<file path="config.mk">
export PLATFORM = sky130hd
export DESIGN_NAME = seq_divider_8
export DESIGN_NICKNAME = d
export VERILOG_FILES = /design/src/rtl/seq_divider_8.sv
export SDC_FILE = /design/constraint.sdc
export NUM_CORES = 1
export LEC_CHECK = 0
export BUFFER_PORTS_ARGS = -buffer_cell sky130_fd_sc_hd__buf_4
export CAP_MARGIN = 0
export CORE_MARGIN = 4
export CORE_UTILIZATION = 58
export CTS_CLUSTER_DIAMETER = 40
export DETAILED_ROUTE_END_ITERATION = 10
export GPL_TIMING_DRIVEN = 0
export PLACE_DENSITY_LB_ADDON = 0.05
export SLEW_MARGIN = 20
export SYNTH_ARGS = -nofsm -noshare
export SYNTH_HDL_FRONTEND = slang
export SYNTH_SLANG_ARGS = --single-unit
</file>
<file path="constraint.sdc">
create_clock -name clk -period 5.4 [get_ports clk]
set_input_delay 0.54 -clock clk [delete_from_list [all_inputs] [get_ports clk]]
set_output_delay 0.54 -clock clk [all_outputs]
set_load 0.05 [all_outputs]
</file>
<file path="src/rtl/seq_divider_8.sv">
// rtl/seq_divider_8.sv - iterative unsigned restoring divider with valid/ready handshakes
module seq_divider_8 #(
  parameter int WIDTH = 8
) (
  input  logic             clk,
  input  logic             rst_n,
  input  logic             in_valid,
  output logic             in_ready,
  input  logic [WIDTH-1:0] dividend,
  input  logic [WIDTH-1:0] divisor,
  output logic             out_valid,
  input  logic             out_ready,
  output logic [WIDTH-1:0] quotient,
  output logic [WIDTH-1:0] remainder,
  output logic             div_by_zero,
  output logic             busy
);

  localparam int CW = $clog2(WIDTH);

  typedef enum logic [1:0] {IDLE, CALC, DONE} state_t;

  state_t           state_q, state_d;
  logic [WIDTH-1:0] rem_q, rem_d;
  logic [WIDTH-1:0] quo_q, quo_d;
  logic [WIDTH-1:0] dvs_q, dvs_d;
  logic [CW-1:0]    cnt_q, cnt_d;
  logic             dbz_q, dbz_d;
  logic [WIDTH:0]   shifted;
  logic [WIDTH:0]   trial;

  always_ff @(posedge clk or negedge rst_n) begin
    if (!rst_n) begin
      state_q <= IDLE;
      rem_q   <= '0;
      quo_q   <= '0;
      dvs_q   <= '0;
      cnt_q   <= '0;
      dbz_q   <= 1'b0;
    end else begin
      state_q <= state_d;
      rem_q   <= rem_d;
      quo_q   <= quo_d;
      dvs_q   <= dvs_d;
      cnt_q   <= cnt_d;
      dbz_q   <= dbz_d;
    end
  end

  always_comb begin
    state_d = state_q;
    rem_d   = rem_q;
    quo_d   = quo_q;
    dvs_d   = dvs_q;
    cnt_d   = cnt_q;
    dbz_d   = dbz_q;
    shifted = {rem_q, quo_q[WIDTH-1]};
    trial   = shifted - {1'b0, dvs_q};
    case (state_q)
      IDLE: begin
        if (in_valid) begin
          dvs_d   = divisor;
          cnt_d   = '0;
          state_d = CALC;
          if (divisor == '0) begin
            quo_d = '1;
            rem_d = dividend;
            dbz_d = 1'b1;
          end else begin
            quo_d = dividend;
            rem_d = '0;
            dbz_d = 1'b0;
          end
        end
      end
      CALC: begin
        // A zero-divisor result is already loaded; spend one cycle here so it surfaces one clock after accept.
        if (dbz_q) begin
          state_d = DONE;
        end else begin
          quo_d = {quo_q[WIDTH-2:0], ~trial[WIDTH]};
          rem_d = trial[WIDTH] ? shifted[WIDTH-1:0] : trial[WIDTH-1:0];
          cnt_d = cnt_q + CW'(1);
          if (cnt_q == CW'(WIDTH - 1)) begin
            state_d = DONE;
          end
        end
      end
      DONE: begin
        if (out_ready) begin
          state_d = IDLE;
        end
      end
      default: state_d = IDLE;
    endcase
  end

  assign in_ready    = rst_n && (state_q == IDLE);
  assign out_valid   = (state_q == DONE);
  assign busy        = (state_q != IDLE);
  assign quotient    = quo_q;
  assign remainder   = rem_q;
  assign div_by_zero = dbz_q;

endmodule

</file>
==> results.txt <==
The run finished with clean final reports. After clock tree synthesis, the clock-pin slew on the worst setup and hold paths is 100 ps. Ratio of cells with drive above 1 in the final layout: 0.289. The number of buffers created by CTS is 5, and the clock network latency to the later pin of the worst-skew pair is 320 ps.

In this run the worst path has a maximum fanout of 8. The largest incremental delay on the critical path came out at 480 ps. Routability-driven placement finished with a final weighted congestion of 0.809. The total buffers and inverters traversed by the critical path is 1, and the total setup buffers inserted after CTS is 0. For the number of remaining DRC errors, the log shows 0. STA classifies the critical path endpoint as a flip-flop.

TritonCTS built the clock tree. The tools report the initial cell density of the core as 0.604. Once detail routing completed, the nets flagged for antenna violations numbered 0. The maximum number of pins on one net before global-route repair was 32; the die area was 4140 um2.

Mux cell area share after synthesis: 0.100. For the post-synth design cell area, the log shows 1840 um2. In this run the count of I/O pins placed on the die edge is 40. The tools report the sequential area share after synthesis as 0.407.

The tree built by TritonCTS fans out to 30 sinks. The die is 64.4 um tall. The tools report the critical register-to-register path startpoint as quotient[7].

The run gives 248 as the total of fill cells in the finished design. Worst-case headroom to the max-slew limit: 0.682. The die span in x works out to 64.4 um. Setup violations remaining at the end of the flow were counted as 0. Summed over all layers, the routed wires come to 4.16 mm.

The dominant combinational cell family by area after synthesis was compound AO/OA/AOI/OAI gates. The most critical setup path has its startpoint at quotient[7]. The flip-flop and latch count after synthesis is 30. Quantity of hold-fixing buffers added after cts: 0. Across the run, the number of max-cap violations was 0. The adder-cell share of the synthesized area works out to 0.0788. Critical setup path kind: flip-flop to flip-flop.

The area used by multi-input combinational logic was 1010 um2; the count of placed standard cells in the final layout, fillers left out was 283. The run gives 0 as the post-CTS resize count. Fraction of the mapped netlist area in compound gates: 0.219. The worst hold path belongs to the class primary input to async pin. The run gives 751 um2 as the register area. In this run, the number of DRC markers left after iteration 0 of detailed routing was 135. CTS built an H-tree with a depth of 2. The final net count is 269, and the minimum clock period after layout is 2680 ps. Clock tree synthesis selected as its root buffer the cell sky130_fd_sc_hd__clkbuf_4.

The wire length per cell is 14.7 um, and the net count after synthesis is 223. The first global-routing pass estimated 7.37 mm of wire. The area share of and/or/nand/nor cells after synthesis was 0.129.

The via count came out at 1593. The run gives 275 as the number of cells after detailed placement. Traced cell by cell, the critical path runs through inv_1 > ha_1 > fa_1 > nand2b_1 > a211oi_2 > mux2i_2 > nor2_8 > mux2_4 > o22ai_2. The run gives 0 as the count of final max-slew check failures.

For this run the aggregate overflow at the end of global routing stands at 0. The cell family contributing the most delay on the critical path is multiplexers. The tools report the critical path startpoint category as a flip-flop. The area share of xor/xnor cells in the synthesized design came out at 0.0238. From synthesis to final layout, the design area changed by 22.1%. The count of port buffers added during placement works out to 39. During synthesis, Yosys emitted a total of 0 warnings. The core region is 3050 um2. The first TritonRoute pass finished after 4 iterations.

Setup repair after global routing left no endpoint under its margin. The logs give 2940 ps for the data arrival time at the worst-slack endpoint and 0.226 for the total routing resource utilization after global routing. The number of antenna diodes in the final layout is 0. Using the TritonRoute via totals, the vias-per-cell ratio works out to 5.63. The ratio of final minimum period to clock period is 0.497, and the via count of the first global-routing pass is 1592. The total negative slack for setup checks was 0 ps; the number of antenna violations at the first check in global routing was 0.

The worst hold-check slack is 124 ps, and the mean cell area of the mapped netlist is 9.60 um2. The detailed placer's ending HPWL was 3.29 mm. The logs give 0 for the final hold violation count and 192 for the synthesized instance count.

The number of different library cells used by synthesis comes to 43. The achievable frequency was 0.373 GHz. The critical path's slowest cell was sky130_fd_sc_hd__mux2i_2. The number of rows in the core area came out at 20. At the pin with the least slew margin, the transition time is 467 ps. The clock arrives with 9.16 ps of skew. Counting along the longest clock path gives a buffer depth of 2.

For the required time of the critical path, the log shows 5650 ps.
cell families (layout without fill, tap and decap cells):
group / after synthesis / count (layout)
AOI/OAI and AO/OA: 64 / 64
and+or+nand+nor: 46 / 46
DFF: 30 / 30
buffers and inverters: 20 / 67
muxes: 16 / 16
adders and majority gates: 11 / 11
xor gates and xnor gates: 5 / 5
sequential cells by signal, indices dropped and copies added, names as in the netlist:
name / count
cnt_q: 3
div_by_zero: 1
dvs_q: 8
quotient: 8
remainder: 8
state_q: 2
cell usage after synthesis:
cell type | number | area [um2]
sky130_fd_sc_hd__nor2b_1 | 4 | 25.0
sky130_fd_sc_hd__nor2_1 | 15 | 56.3
sky130_fd_sc_hd__a211oi_2 | 1 | 12.5
sky130_fd_sc_hd__a22o_1 | 2 | 17.5
sky130_fd_sc_hd__a21oi_2 | 1 | 8.76
sky130_fd_sc_hd__nand4b_1 | 1 | 8.76
sky130_fd_sc_hd__mux2_2 | 9 | 101
sky130_fd_sc_hd__a21boi_0 | 1 | 7.51
sky130_fd_sc_hd__mux2i_2 | 1 | 13.8
sky130_fd_sc_hd__o2bb2ai_1 | 1 | 8.76
sky130_fd_sc_hd__a211o_2 | 1 | 10.0
sky130_fd_sc_hd__o22ai_2 | 2 | 25.0
sky130_fd_sc_hd__a21o_2 | 1 | 8.76
sky130_fd_sc_hd__fa_1 | 1 | 20.0
sky130_fd_sc_hd__mux2i_1 | 4 | 40.0
sky130_fd_sc_hd__and2_1 | 1 | 6.26
sky130_fd_sc_hd__nor4_1 | 2 | 12.5
sky130_fd_sc_hd__xor2_1 | 3 | 26.3
sky130_fd_sc_hd__o21a_1 | 1 | 7.51
sky130_fd_sc_hd__o22ai_1 | 10 | 62.6
sky130_fd_sc_hd__o32ai_1 | 1 | 8.76
sky130_fd_sc_hd__o21ai_2 | 1 | 8.76
sky130_fd_sc_hd__o21ai_0 | 20 | 100
sky130_fd_sc_hd__ha_1 | 10 | 125
sky130_fd_sc_hd__buf_2 | 2 | 10.0
sky130_fd_sc_hd__nand2b_1 | 6 | 37.5
sky130_fd_sc_hd__a211oi_1 | 1 | 7.51
sky130_fd_sc_hd__nand2_1 | 12 | 45.0
sky130_fd_sc_hd__a31oi_1 | 2 | 12.5
sky130_fd_sc_hd__mux2_4 | 2 | 30.0
sky130_fd_sc_hd__and3_1 | 1 | 6.26
sky130_fd_sc_hd__o31ai_1 | 1 | 7.51
sky130_fd_sc_hd__o221ai_1 | 1 | 8.76
sky130_fd_sc_hd__or2_2 | 1 | 6.26
sky130_fd_sc_hd__xnor2_1 | 2 | 17.5
sky130_fd_sc_hd__a21oi_1 | 13 | 65.1
sky130_fd_sc_hd__dfrtp_1 | 30 | 751
sky130_fd_sc_hd__nand3_1 | 1 | 5.00
sky130_fd_sc_hd__o21ai_1 | 3 | 15.0
sky130_fd_sc_hd__nor2_8 | 1 | 20.0
sky130_fd_sc_hd__clkbuf_1 | 6 | 22.5
sky130_fd_sc_hd__inv_1 | 12 | 45.0
sky130_fd_sc_hd__or3b_1 | 1 | 8.76
cell usage in the layout (no fill, tap or decap), drive strengths merged, types with 2 or more instances in the layout:
cell	instances
buf	41
dfrtp	30
o21ai	24
nor2	16
a21oi	14
clkbuf	13
inv	12
nand2	12
o22ai	12
mux2	11
ha	10
nand2b	6
mux2i	5
nor2b	4
xor2	3
a22o	2
nor4	2
xnor2	2
a31oi	2
a211oi	2
per-layer routing:
metal	GRT usage	vias to the layer above	part of all wire
met1	0.283	754	0.43
met4	0.0580	0	0.010
met3	0.0562	6	0.063
met2	0.388	51	0.50
met5	0	-	0
li1	-	782	-
per-stage QoR:
step / util / setup WS (ps) / area, um2
global placement: 0.718 / 2770 / 2190
detailed placement: 0.718 / 2770 / 2190
floorplan: - / 2610 / 1840
finish: 0.737 / 2720 / 2250
global route: 0.737 / 2520 / 2250
CTS: 0.737 / 2710 / 2250
final timing paths:
check,end,slack (ps),depth (start not counted)
max in group asynchronous,dvs_q[4],4980,1
min,quotient[3],120,1
min in group clk,dvs_q[7],460,2
max reg2reg,remainder[0],2720,9
max,remainder[0],2720,9
min reg2reg,dvs_q[2],520,1
worst reg2reg max path: stages (launching register included):
cell                       delay, ps
sky130_fd_sc_hd__dfrtp_1         360
sky130_fd_sc_hd__inv_1            80
sky130_fd_sc_hd__ha_1            240
sky130_fd_sc_hd__fa_1            400
sky130_fd_sc_hd__nand2b_1        210
sky130_fd_sc_hd__a211oi_2        250
sky130_fd_sc_hd__mux2i_2         480
sky130_fd_sc_hd__nor2_8          120
sky130_fd_sc_hd__mux2_4          330
sky130_fd_sc_hd__o22ai_2         140
layout make-up:
cell class,count,area share
Tap cell,44,0.0245
Buffer,8,0.0145
Inverter,12,0.0200
Clock buffer,7,0.0245
Multi-Input combinational cell,142,0.451
Clock inverter,1,0.00222
Timing Repair Buffer,39,0.130
Sequential cell,30,0.334
Power is left out: the tool's default activity adds up to more than one toggle a clock period on the data nets, which glitch-free logic cannot reach.
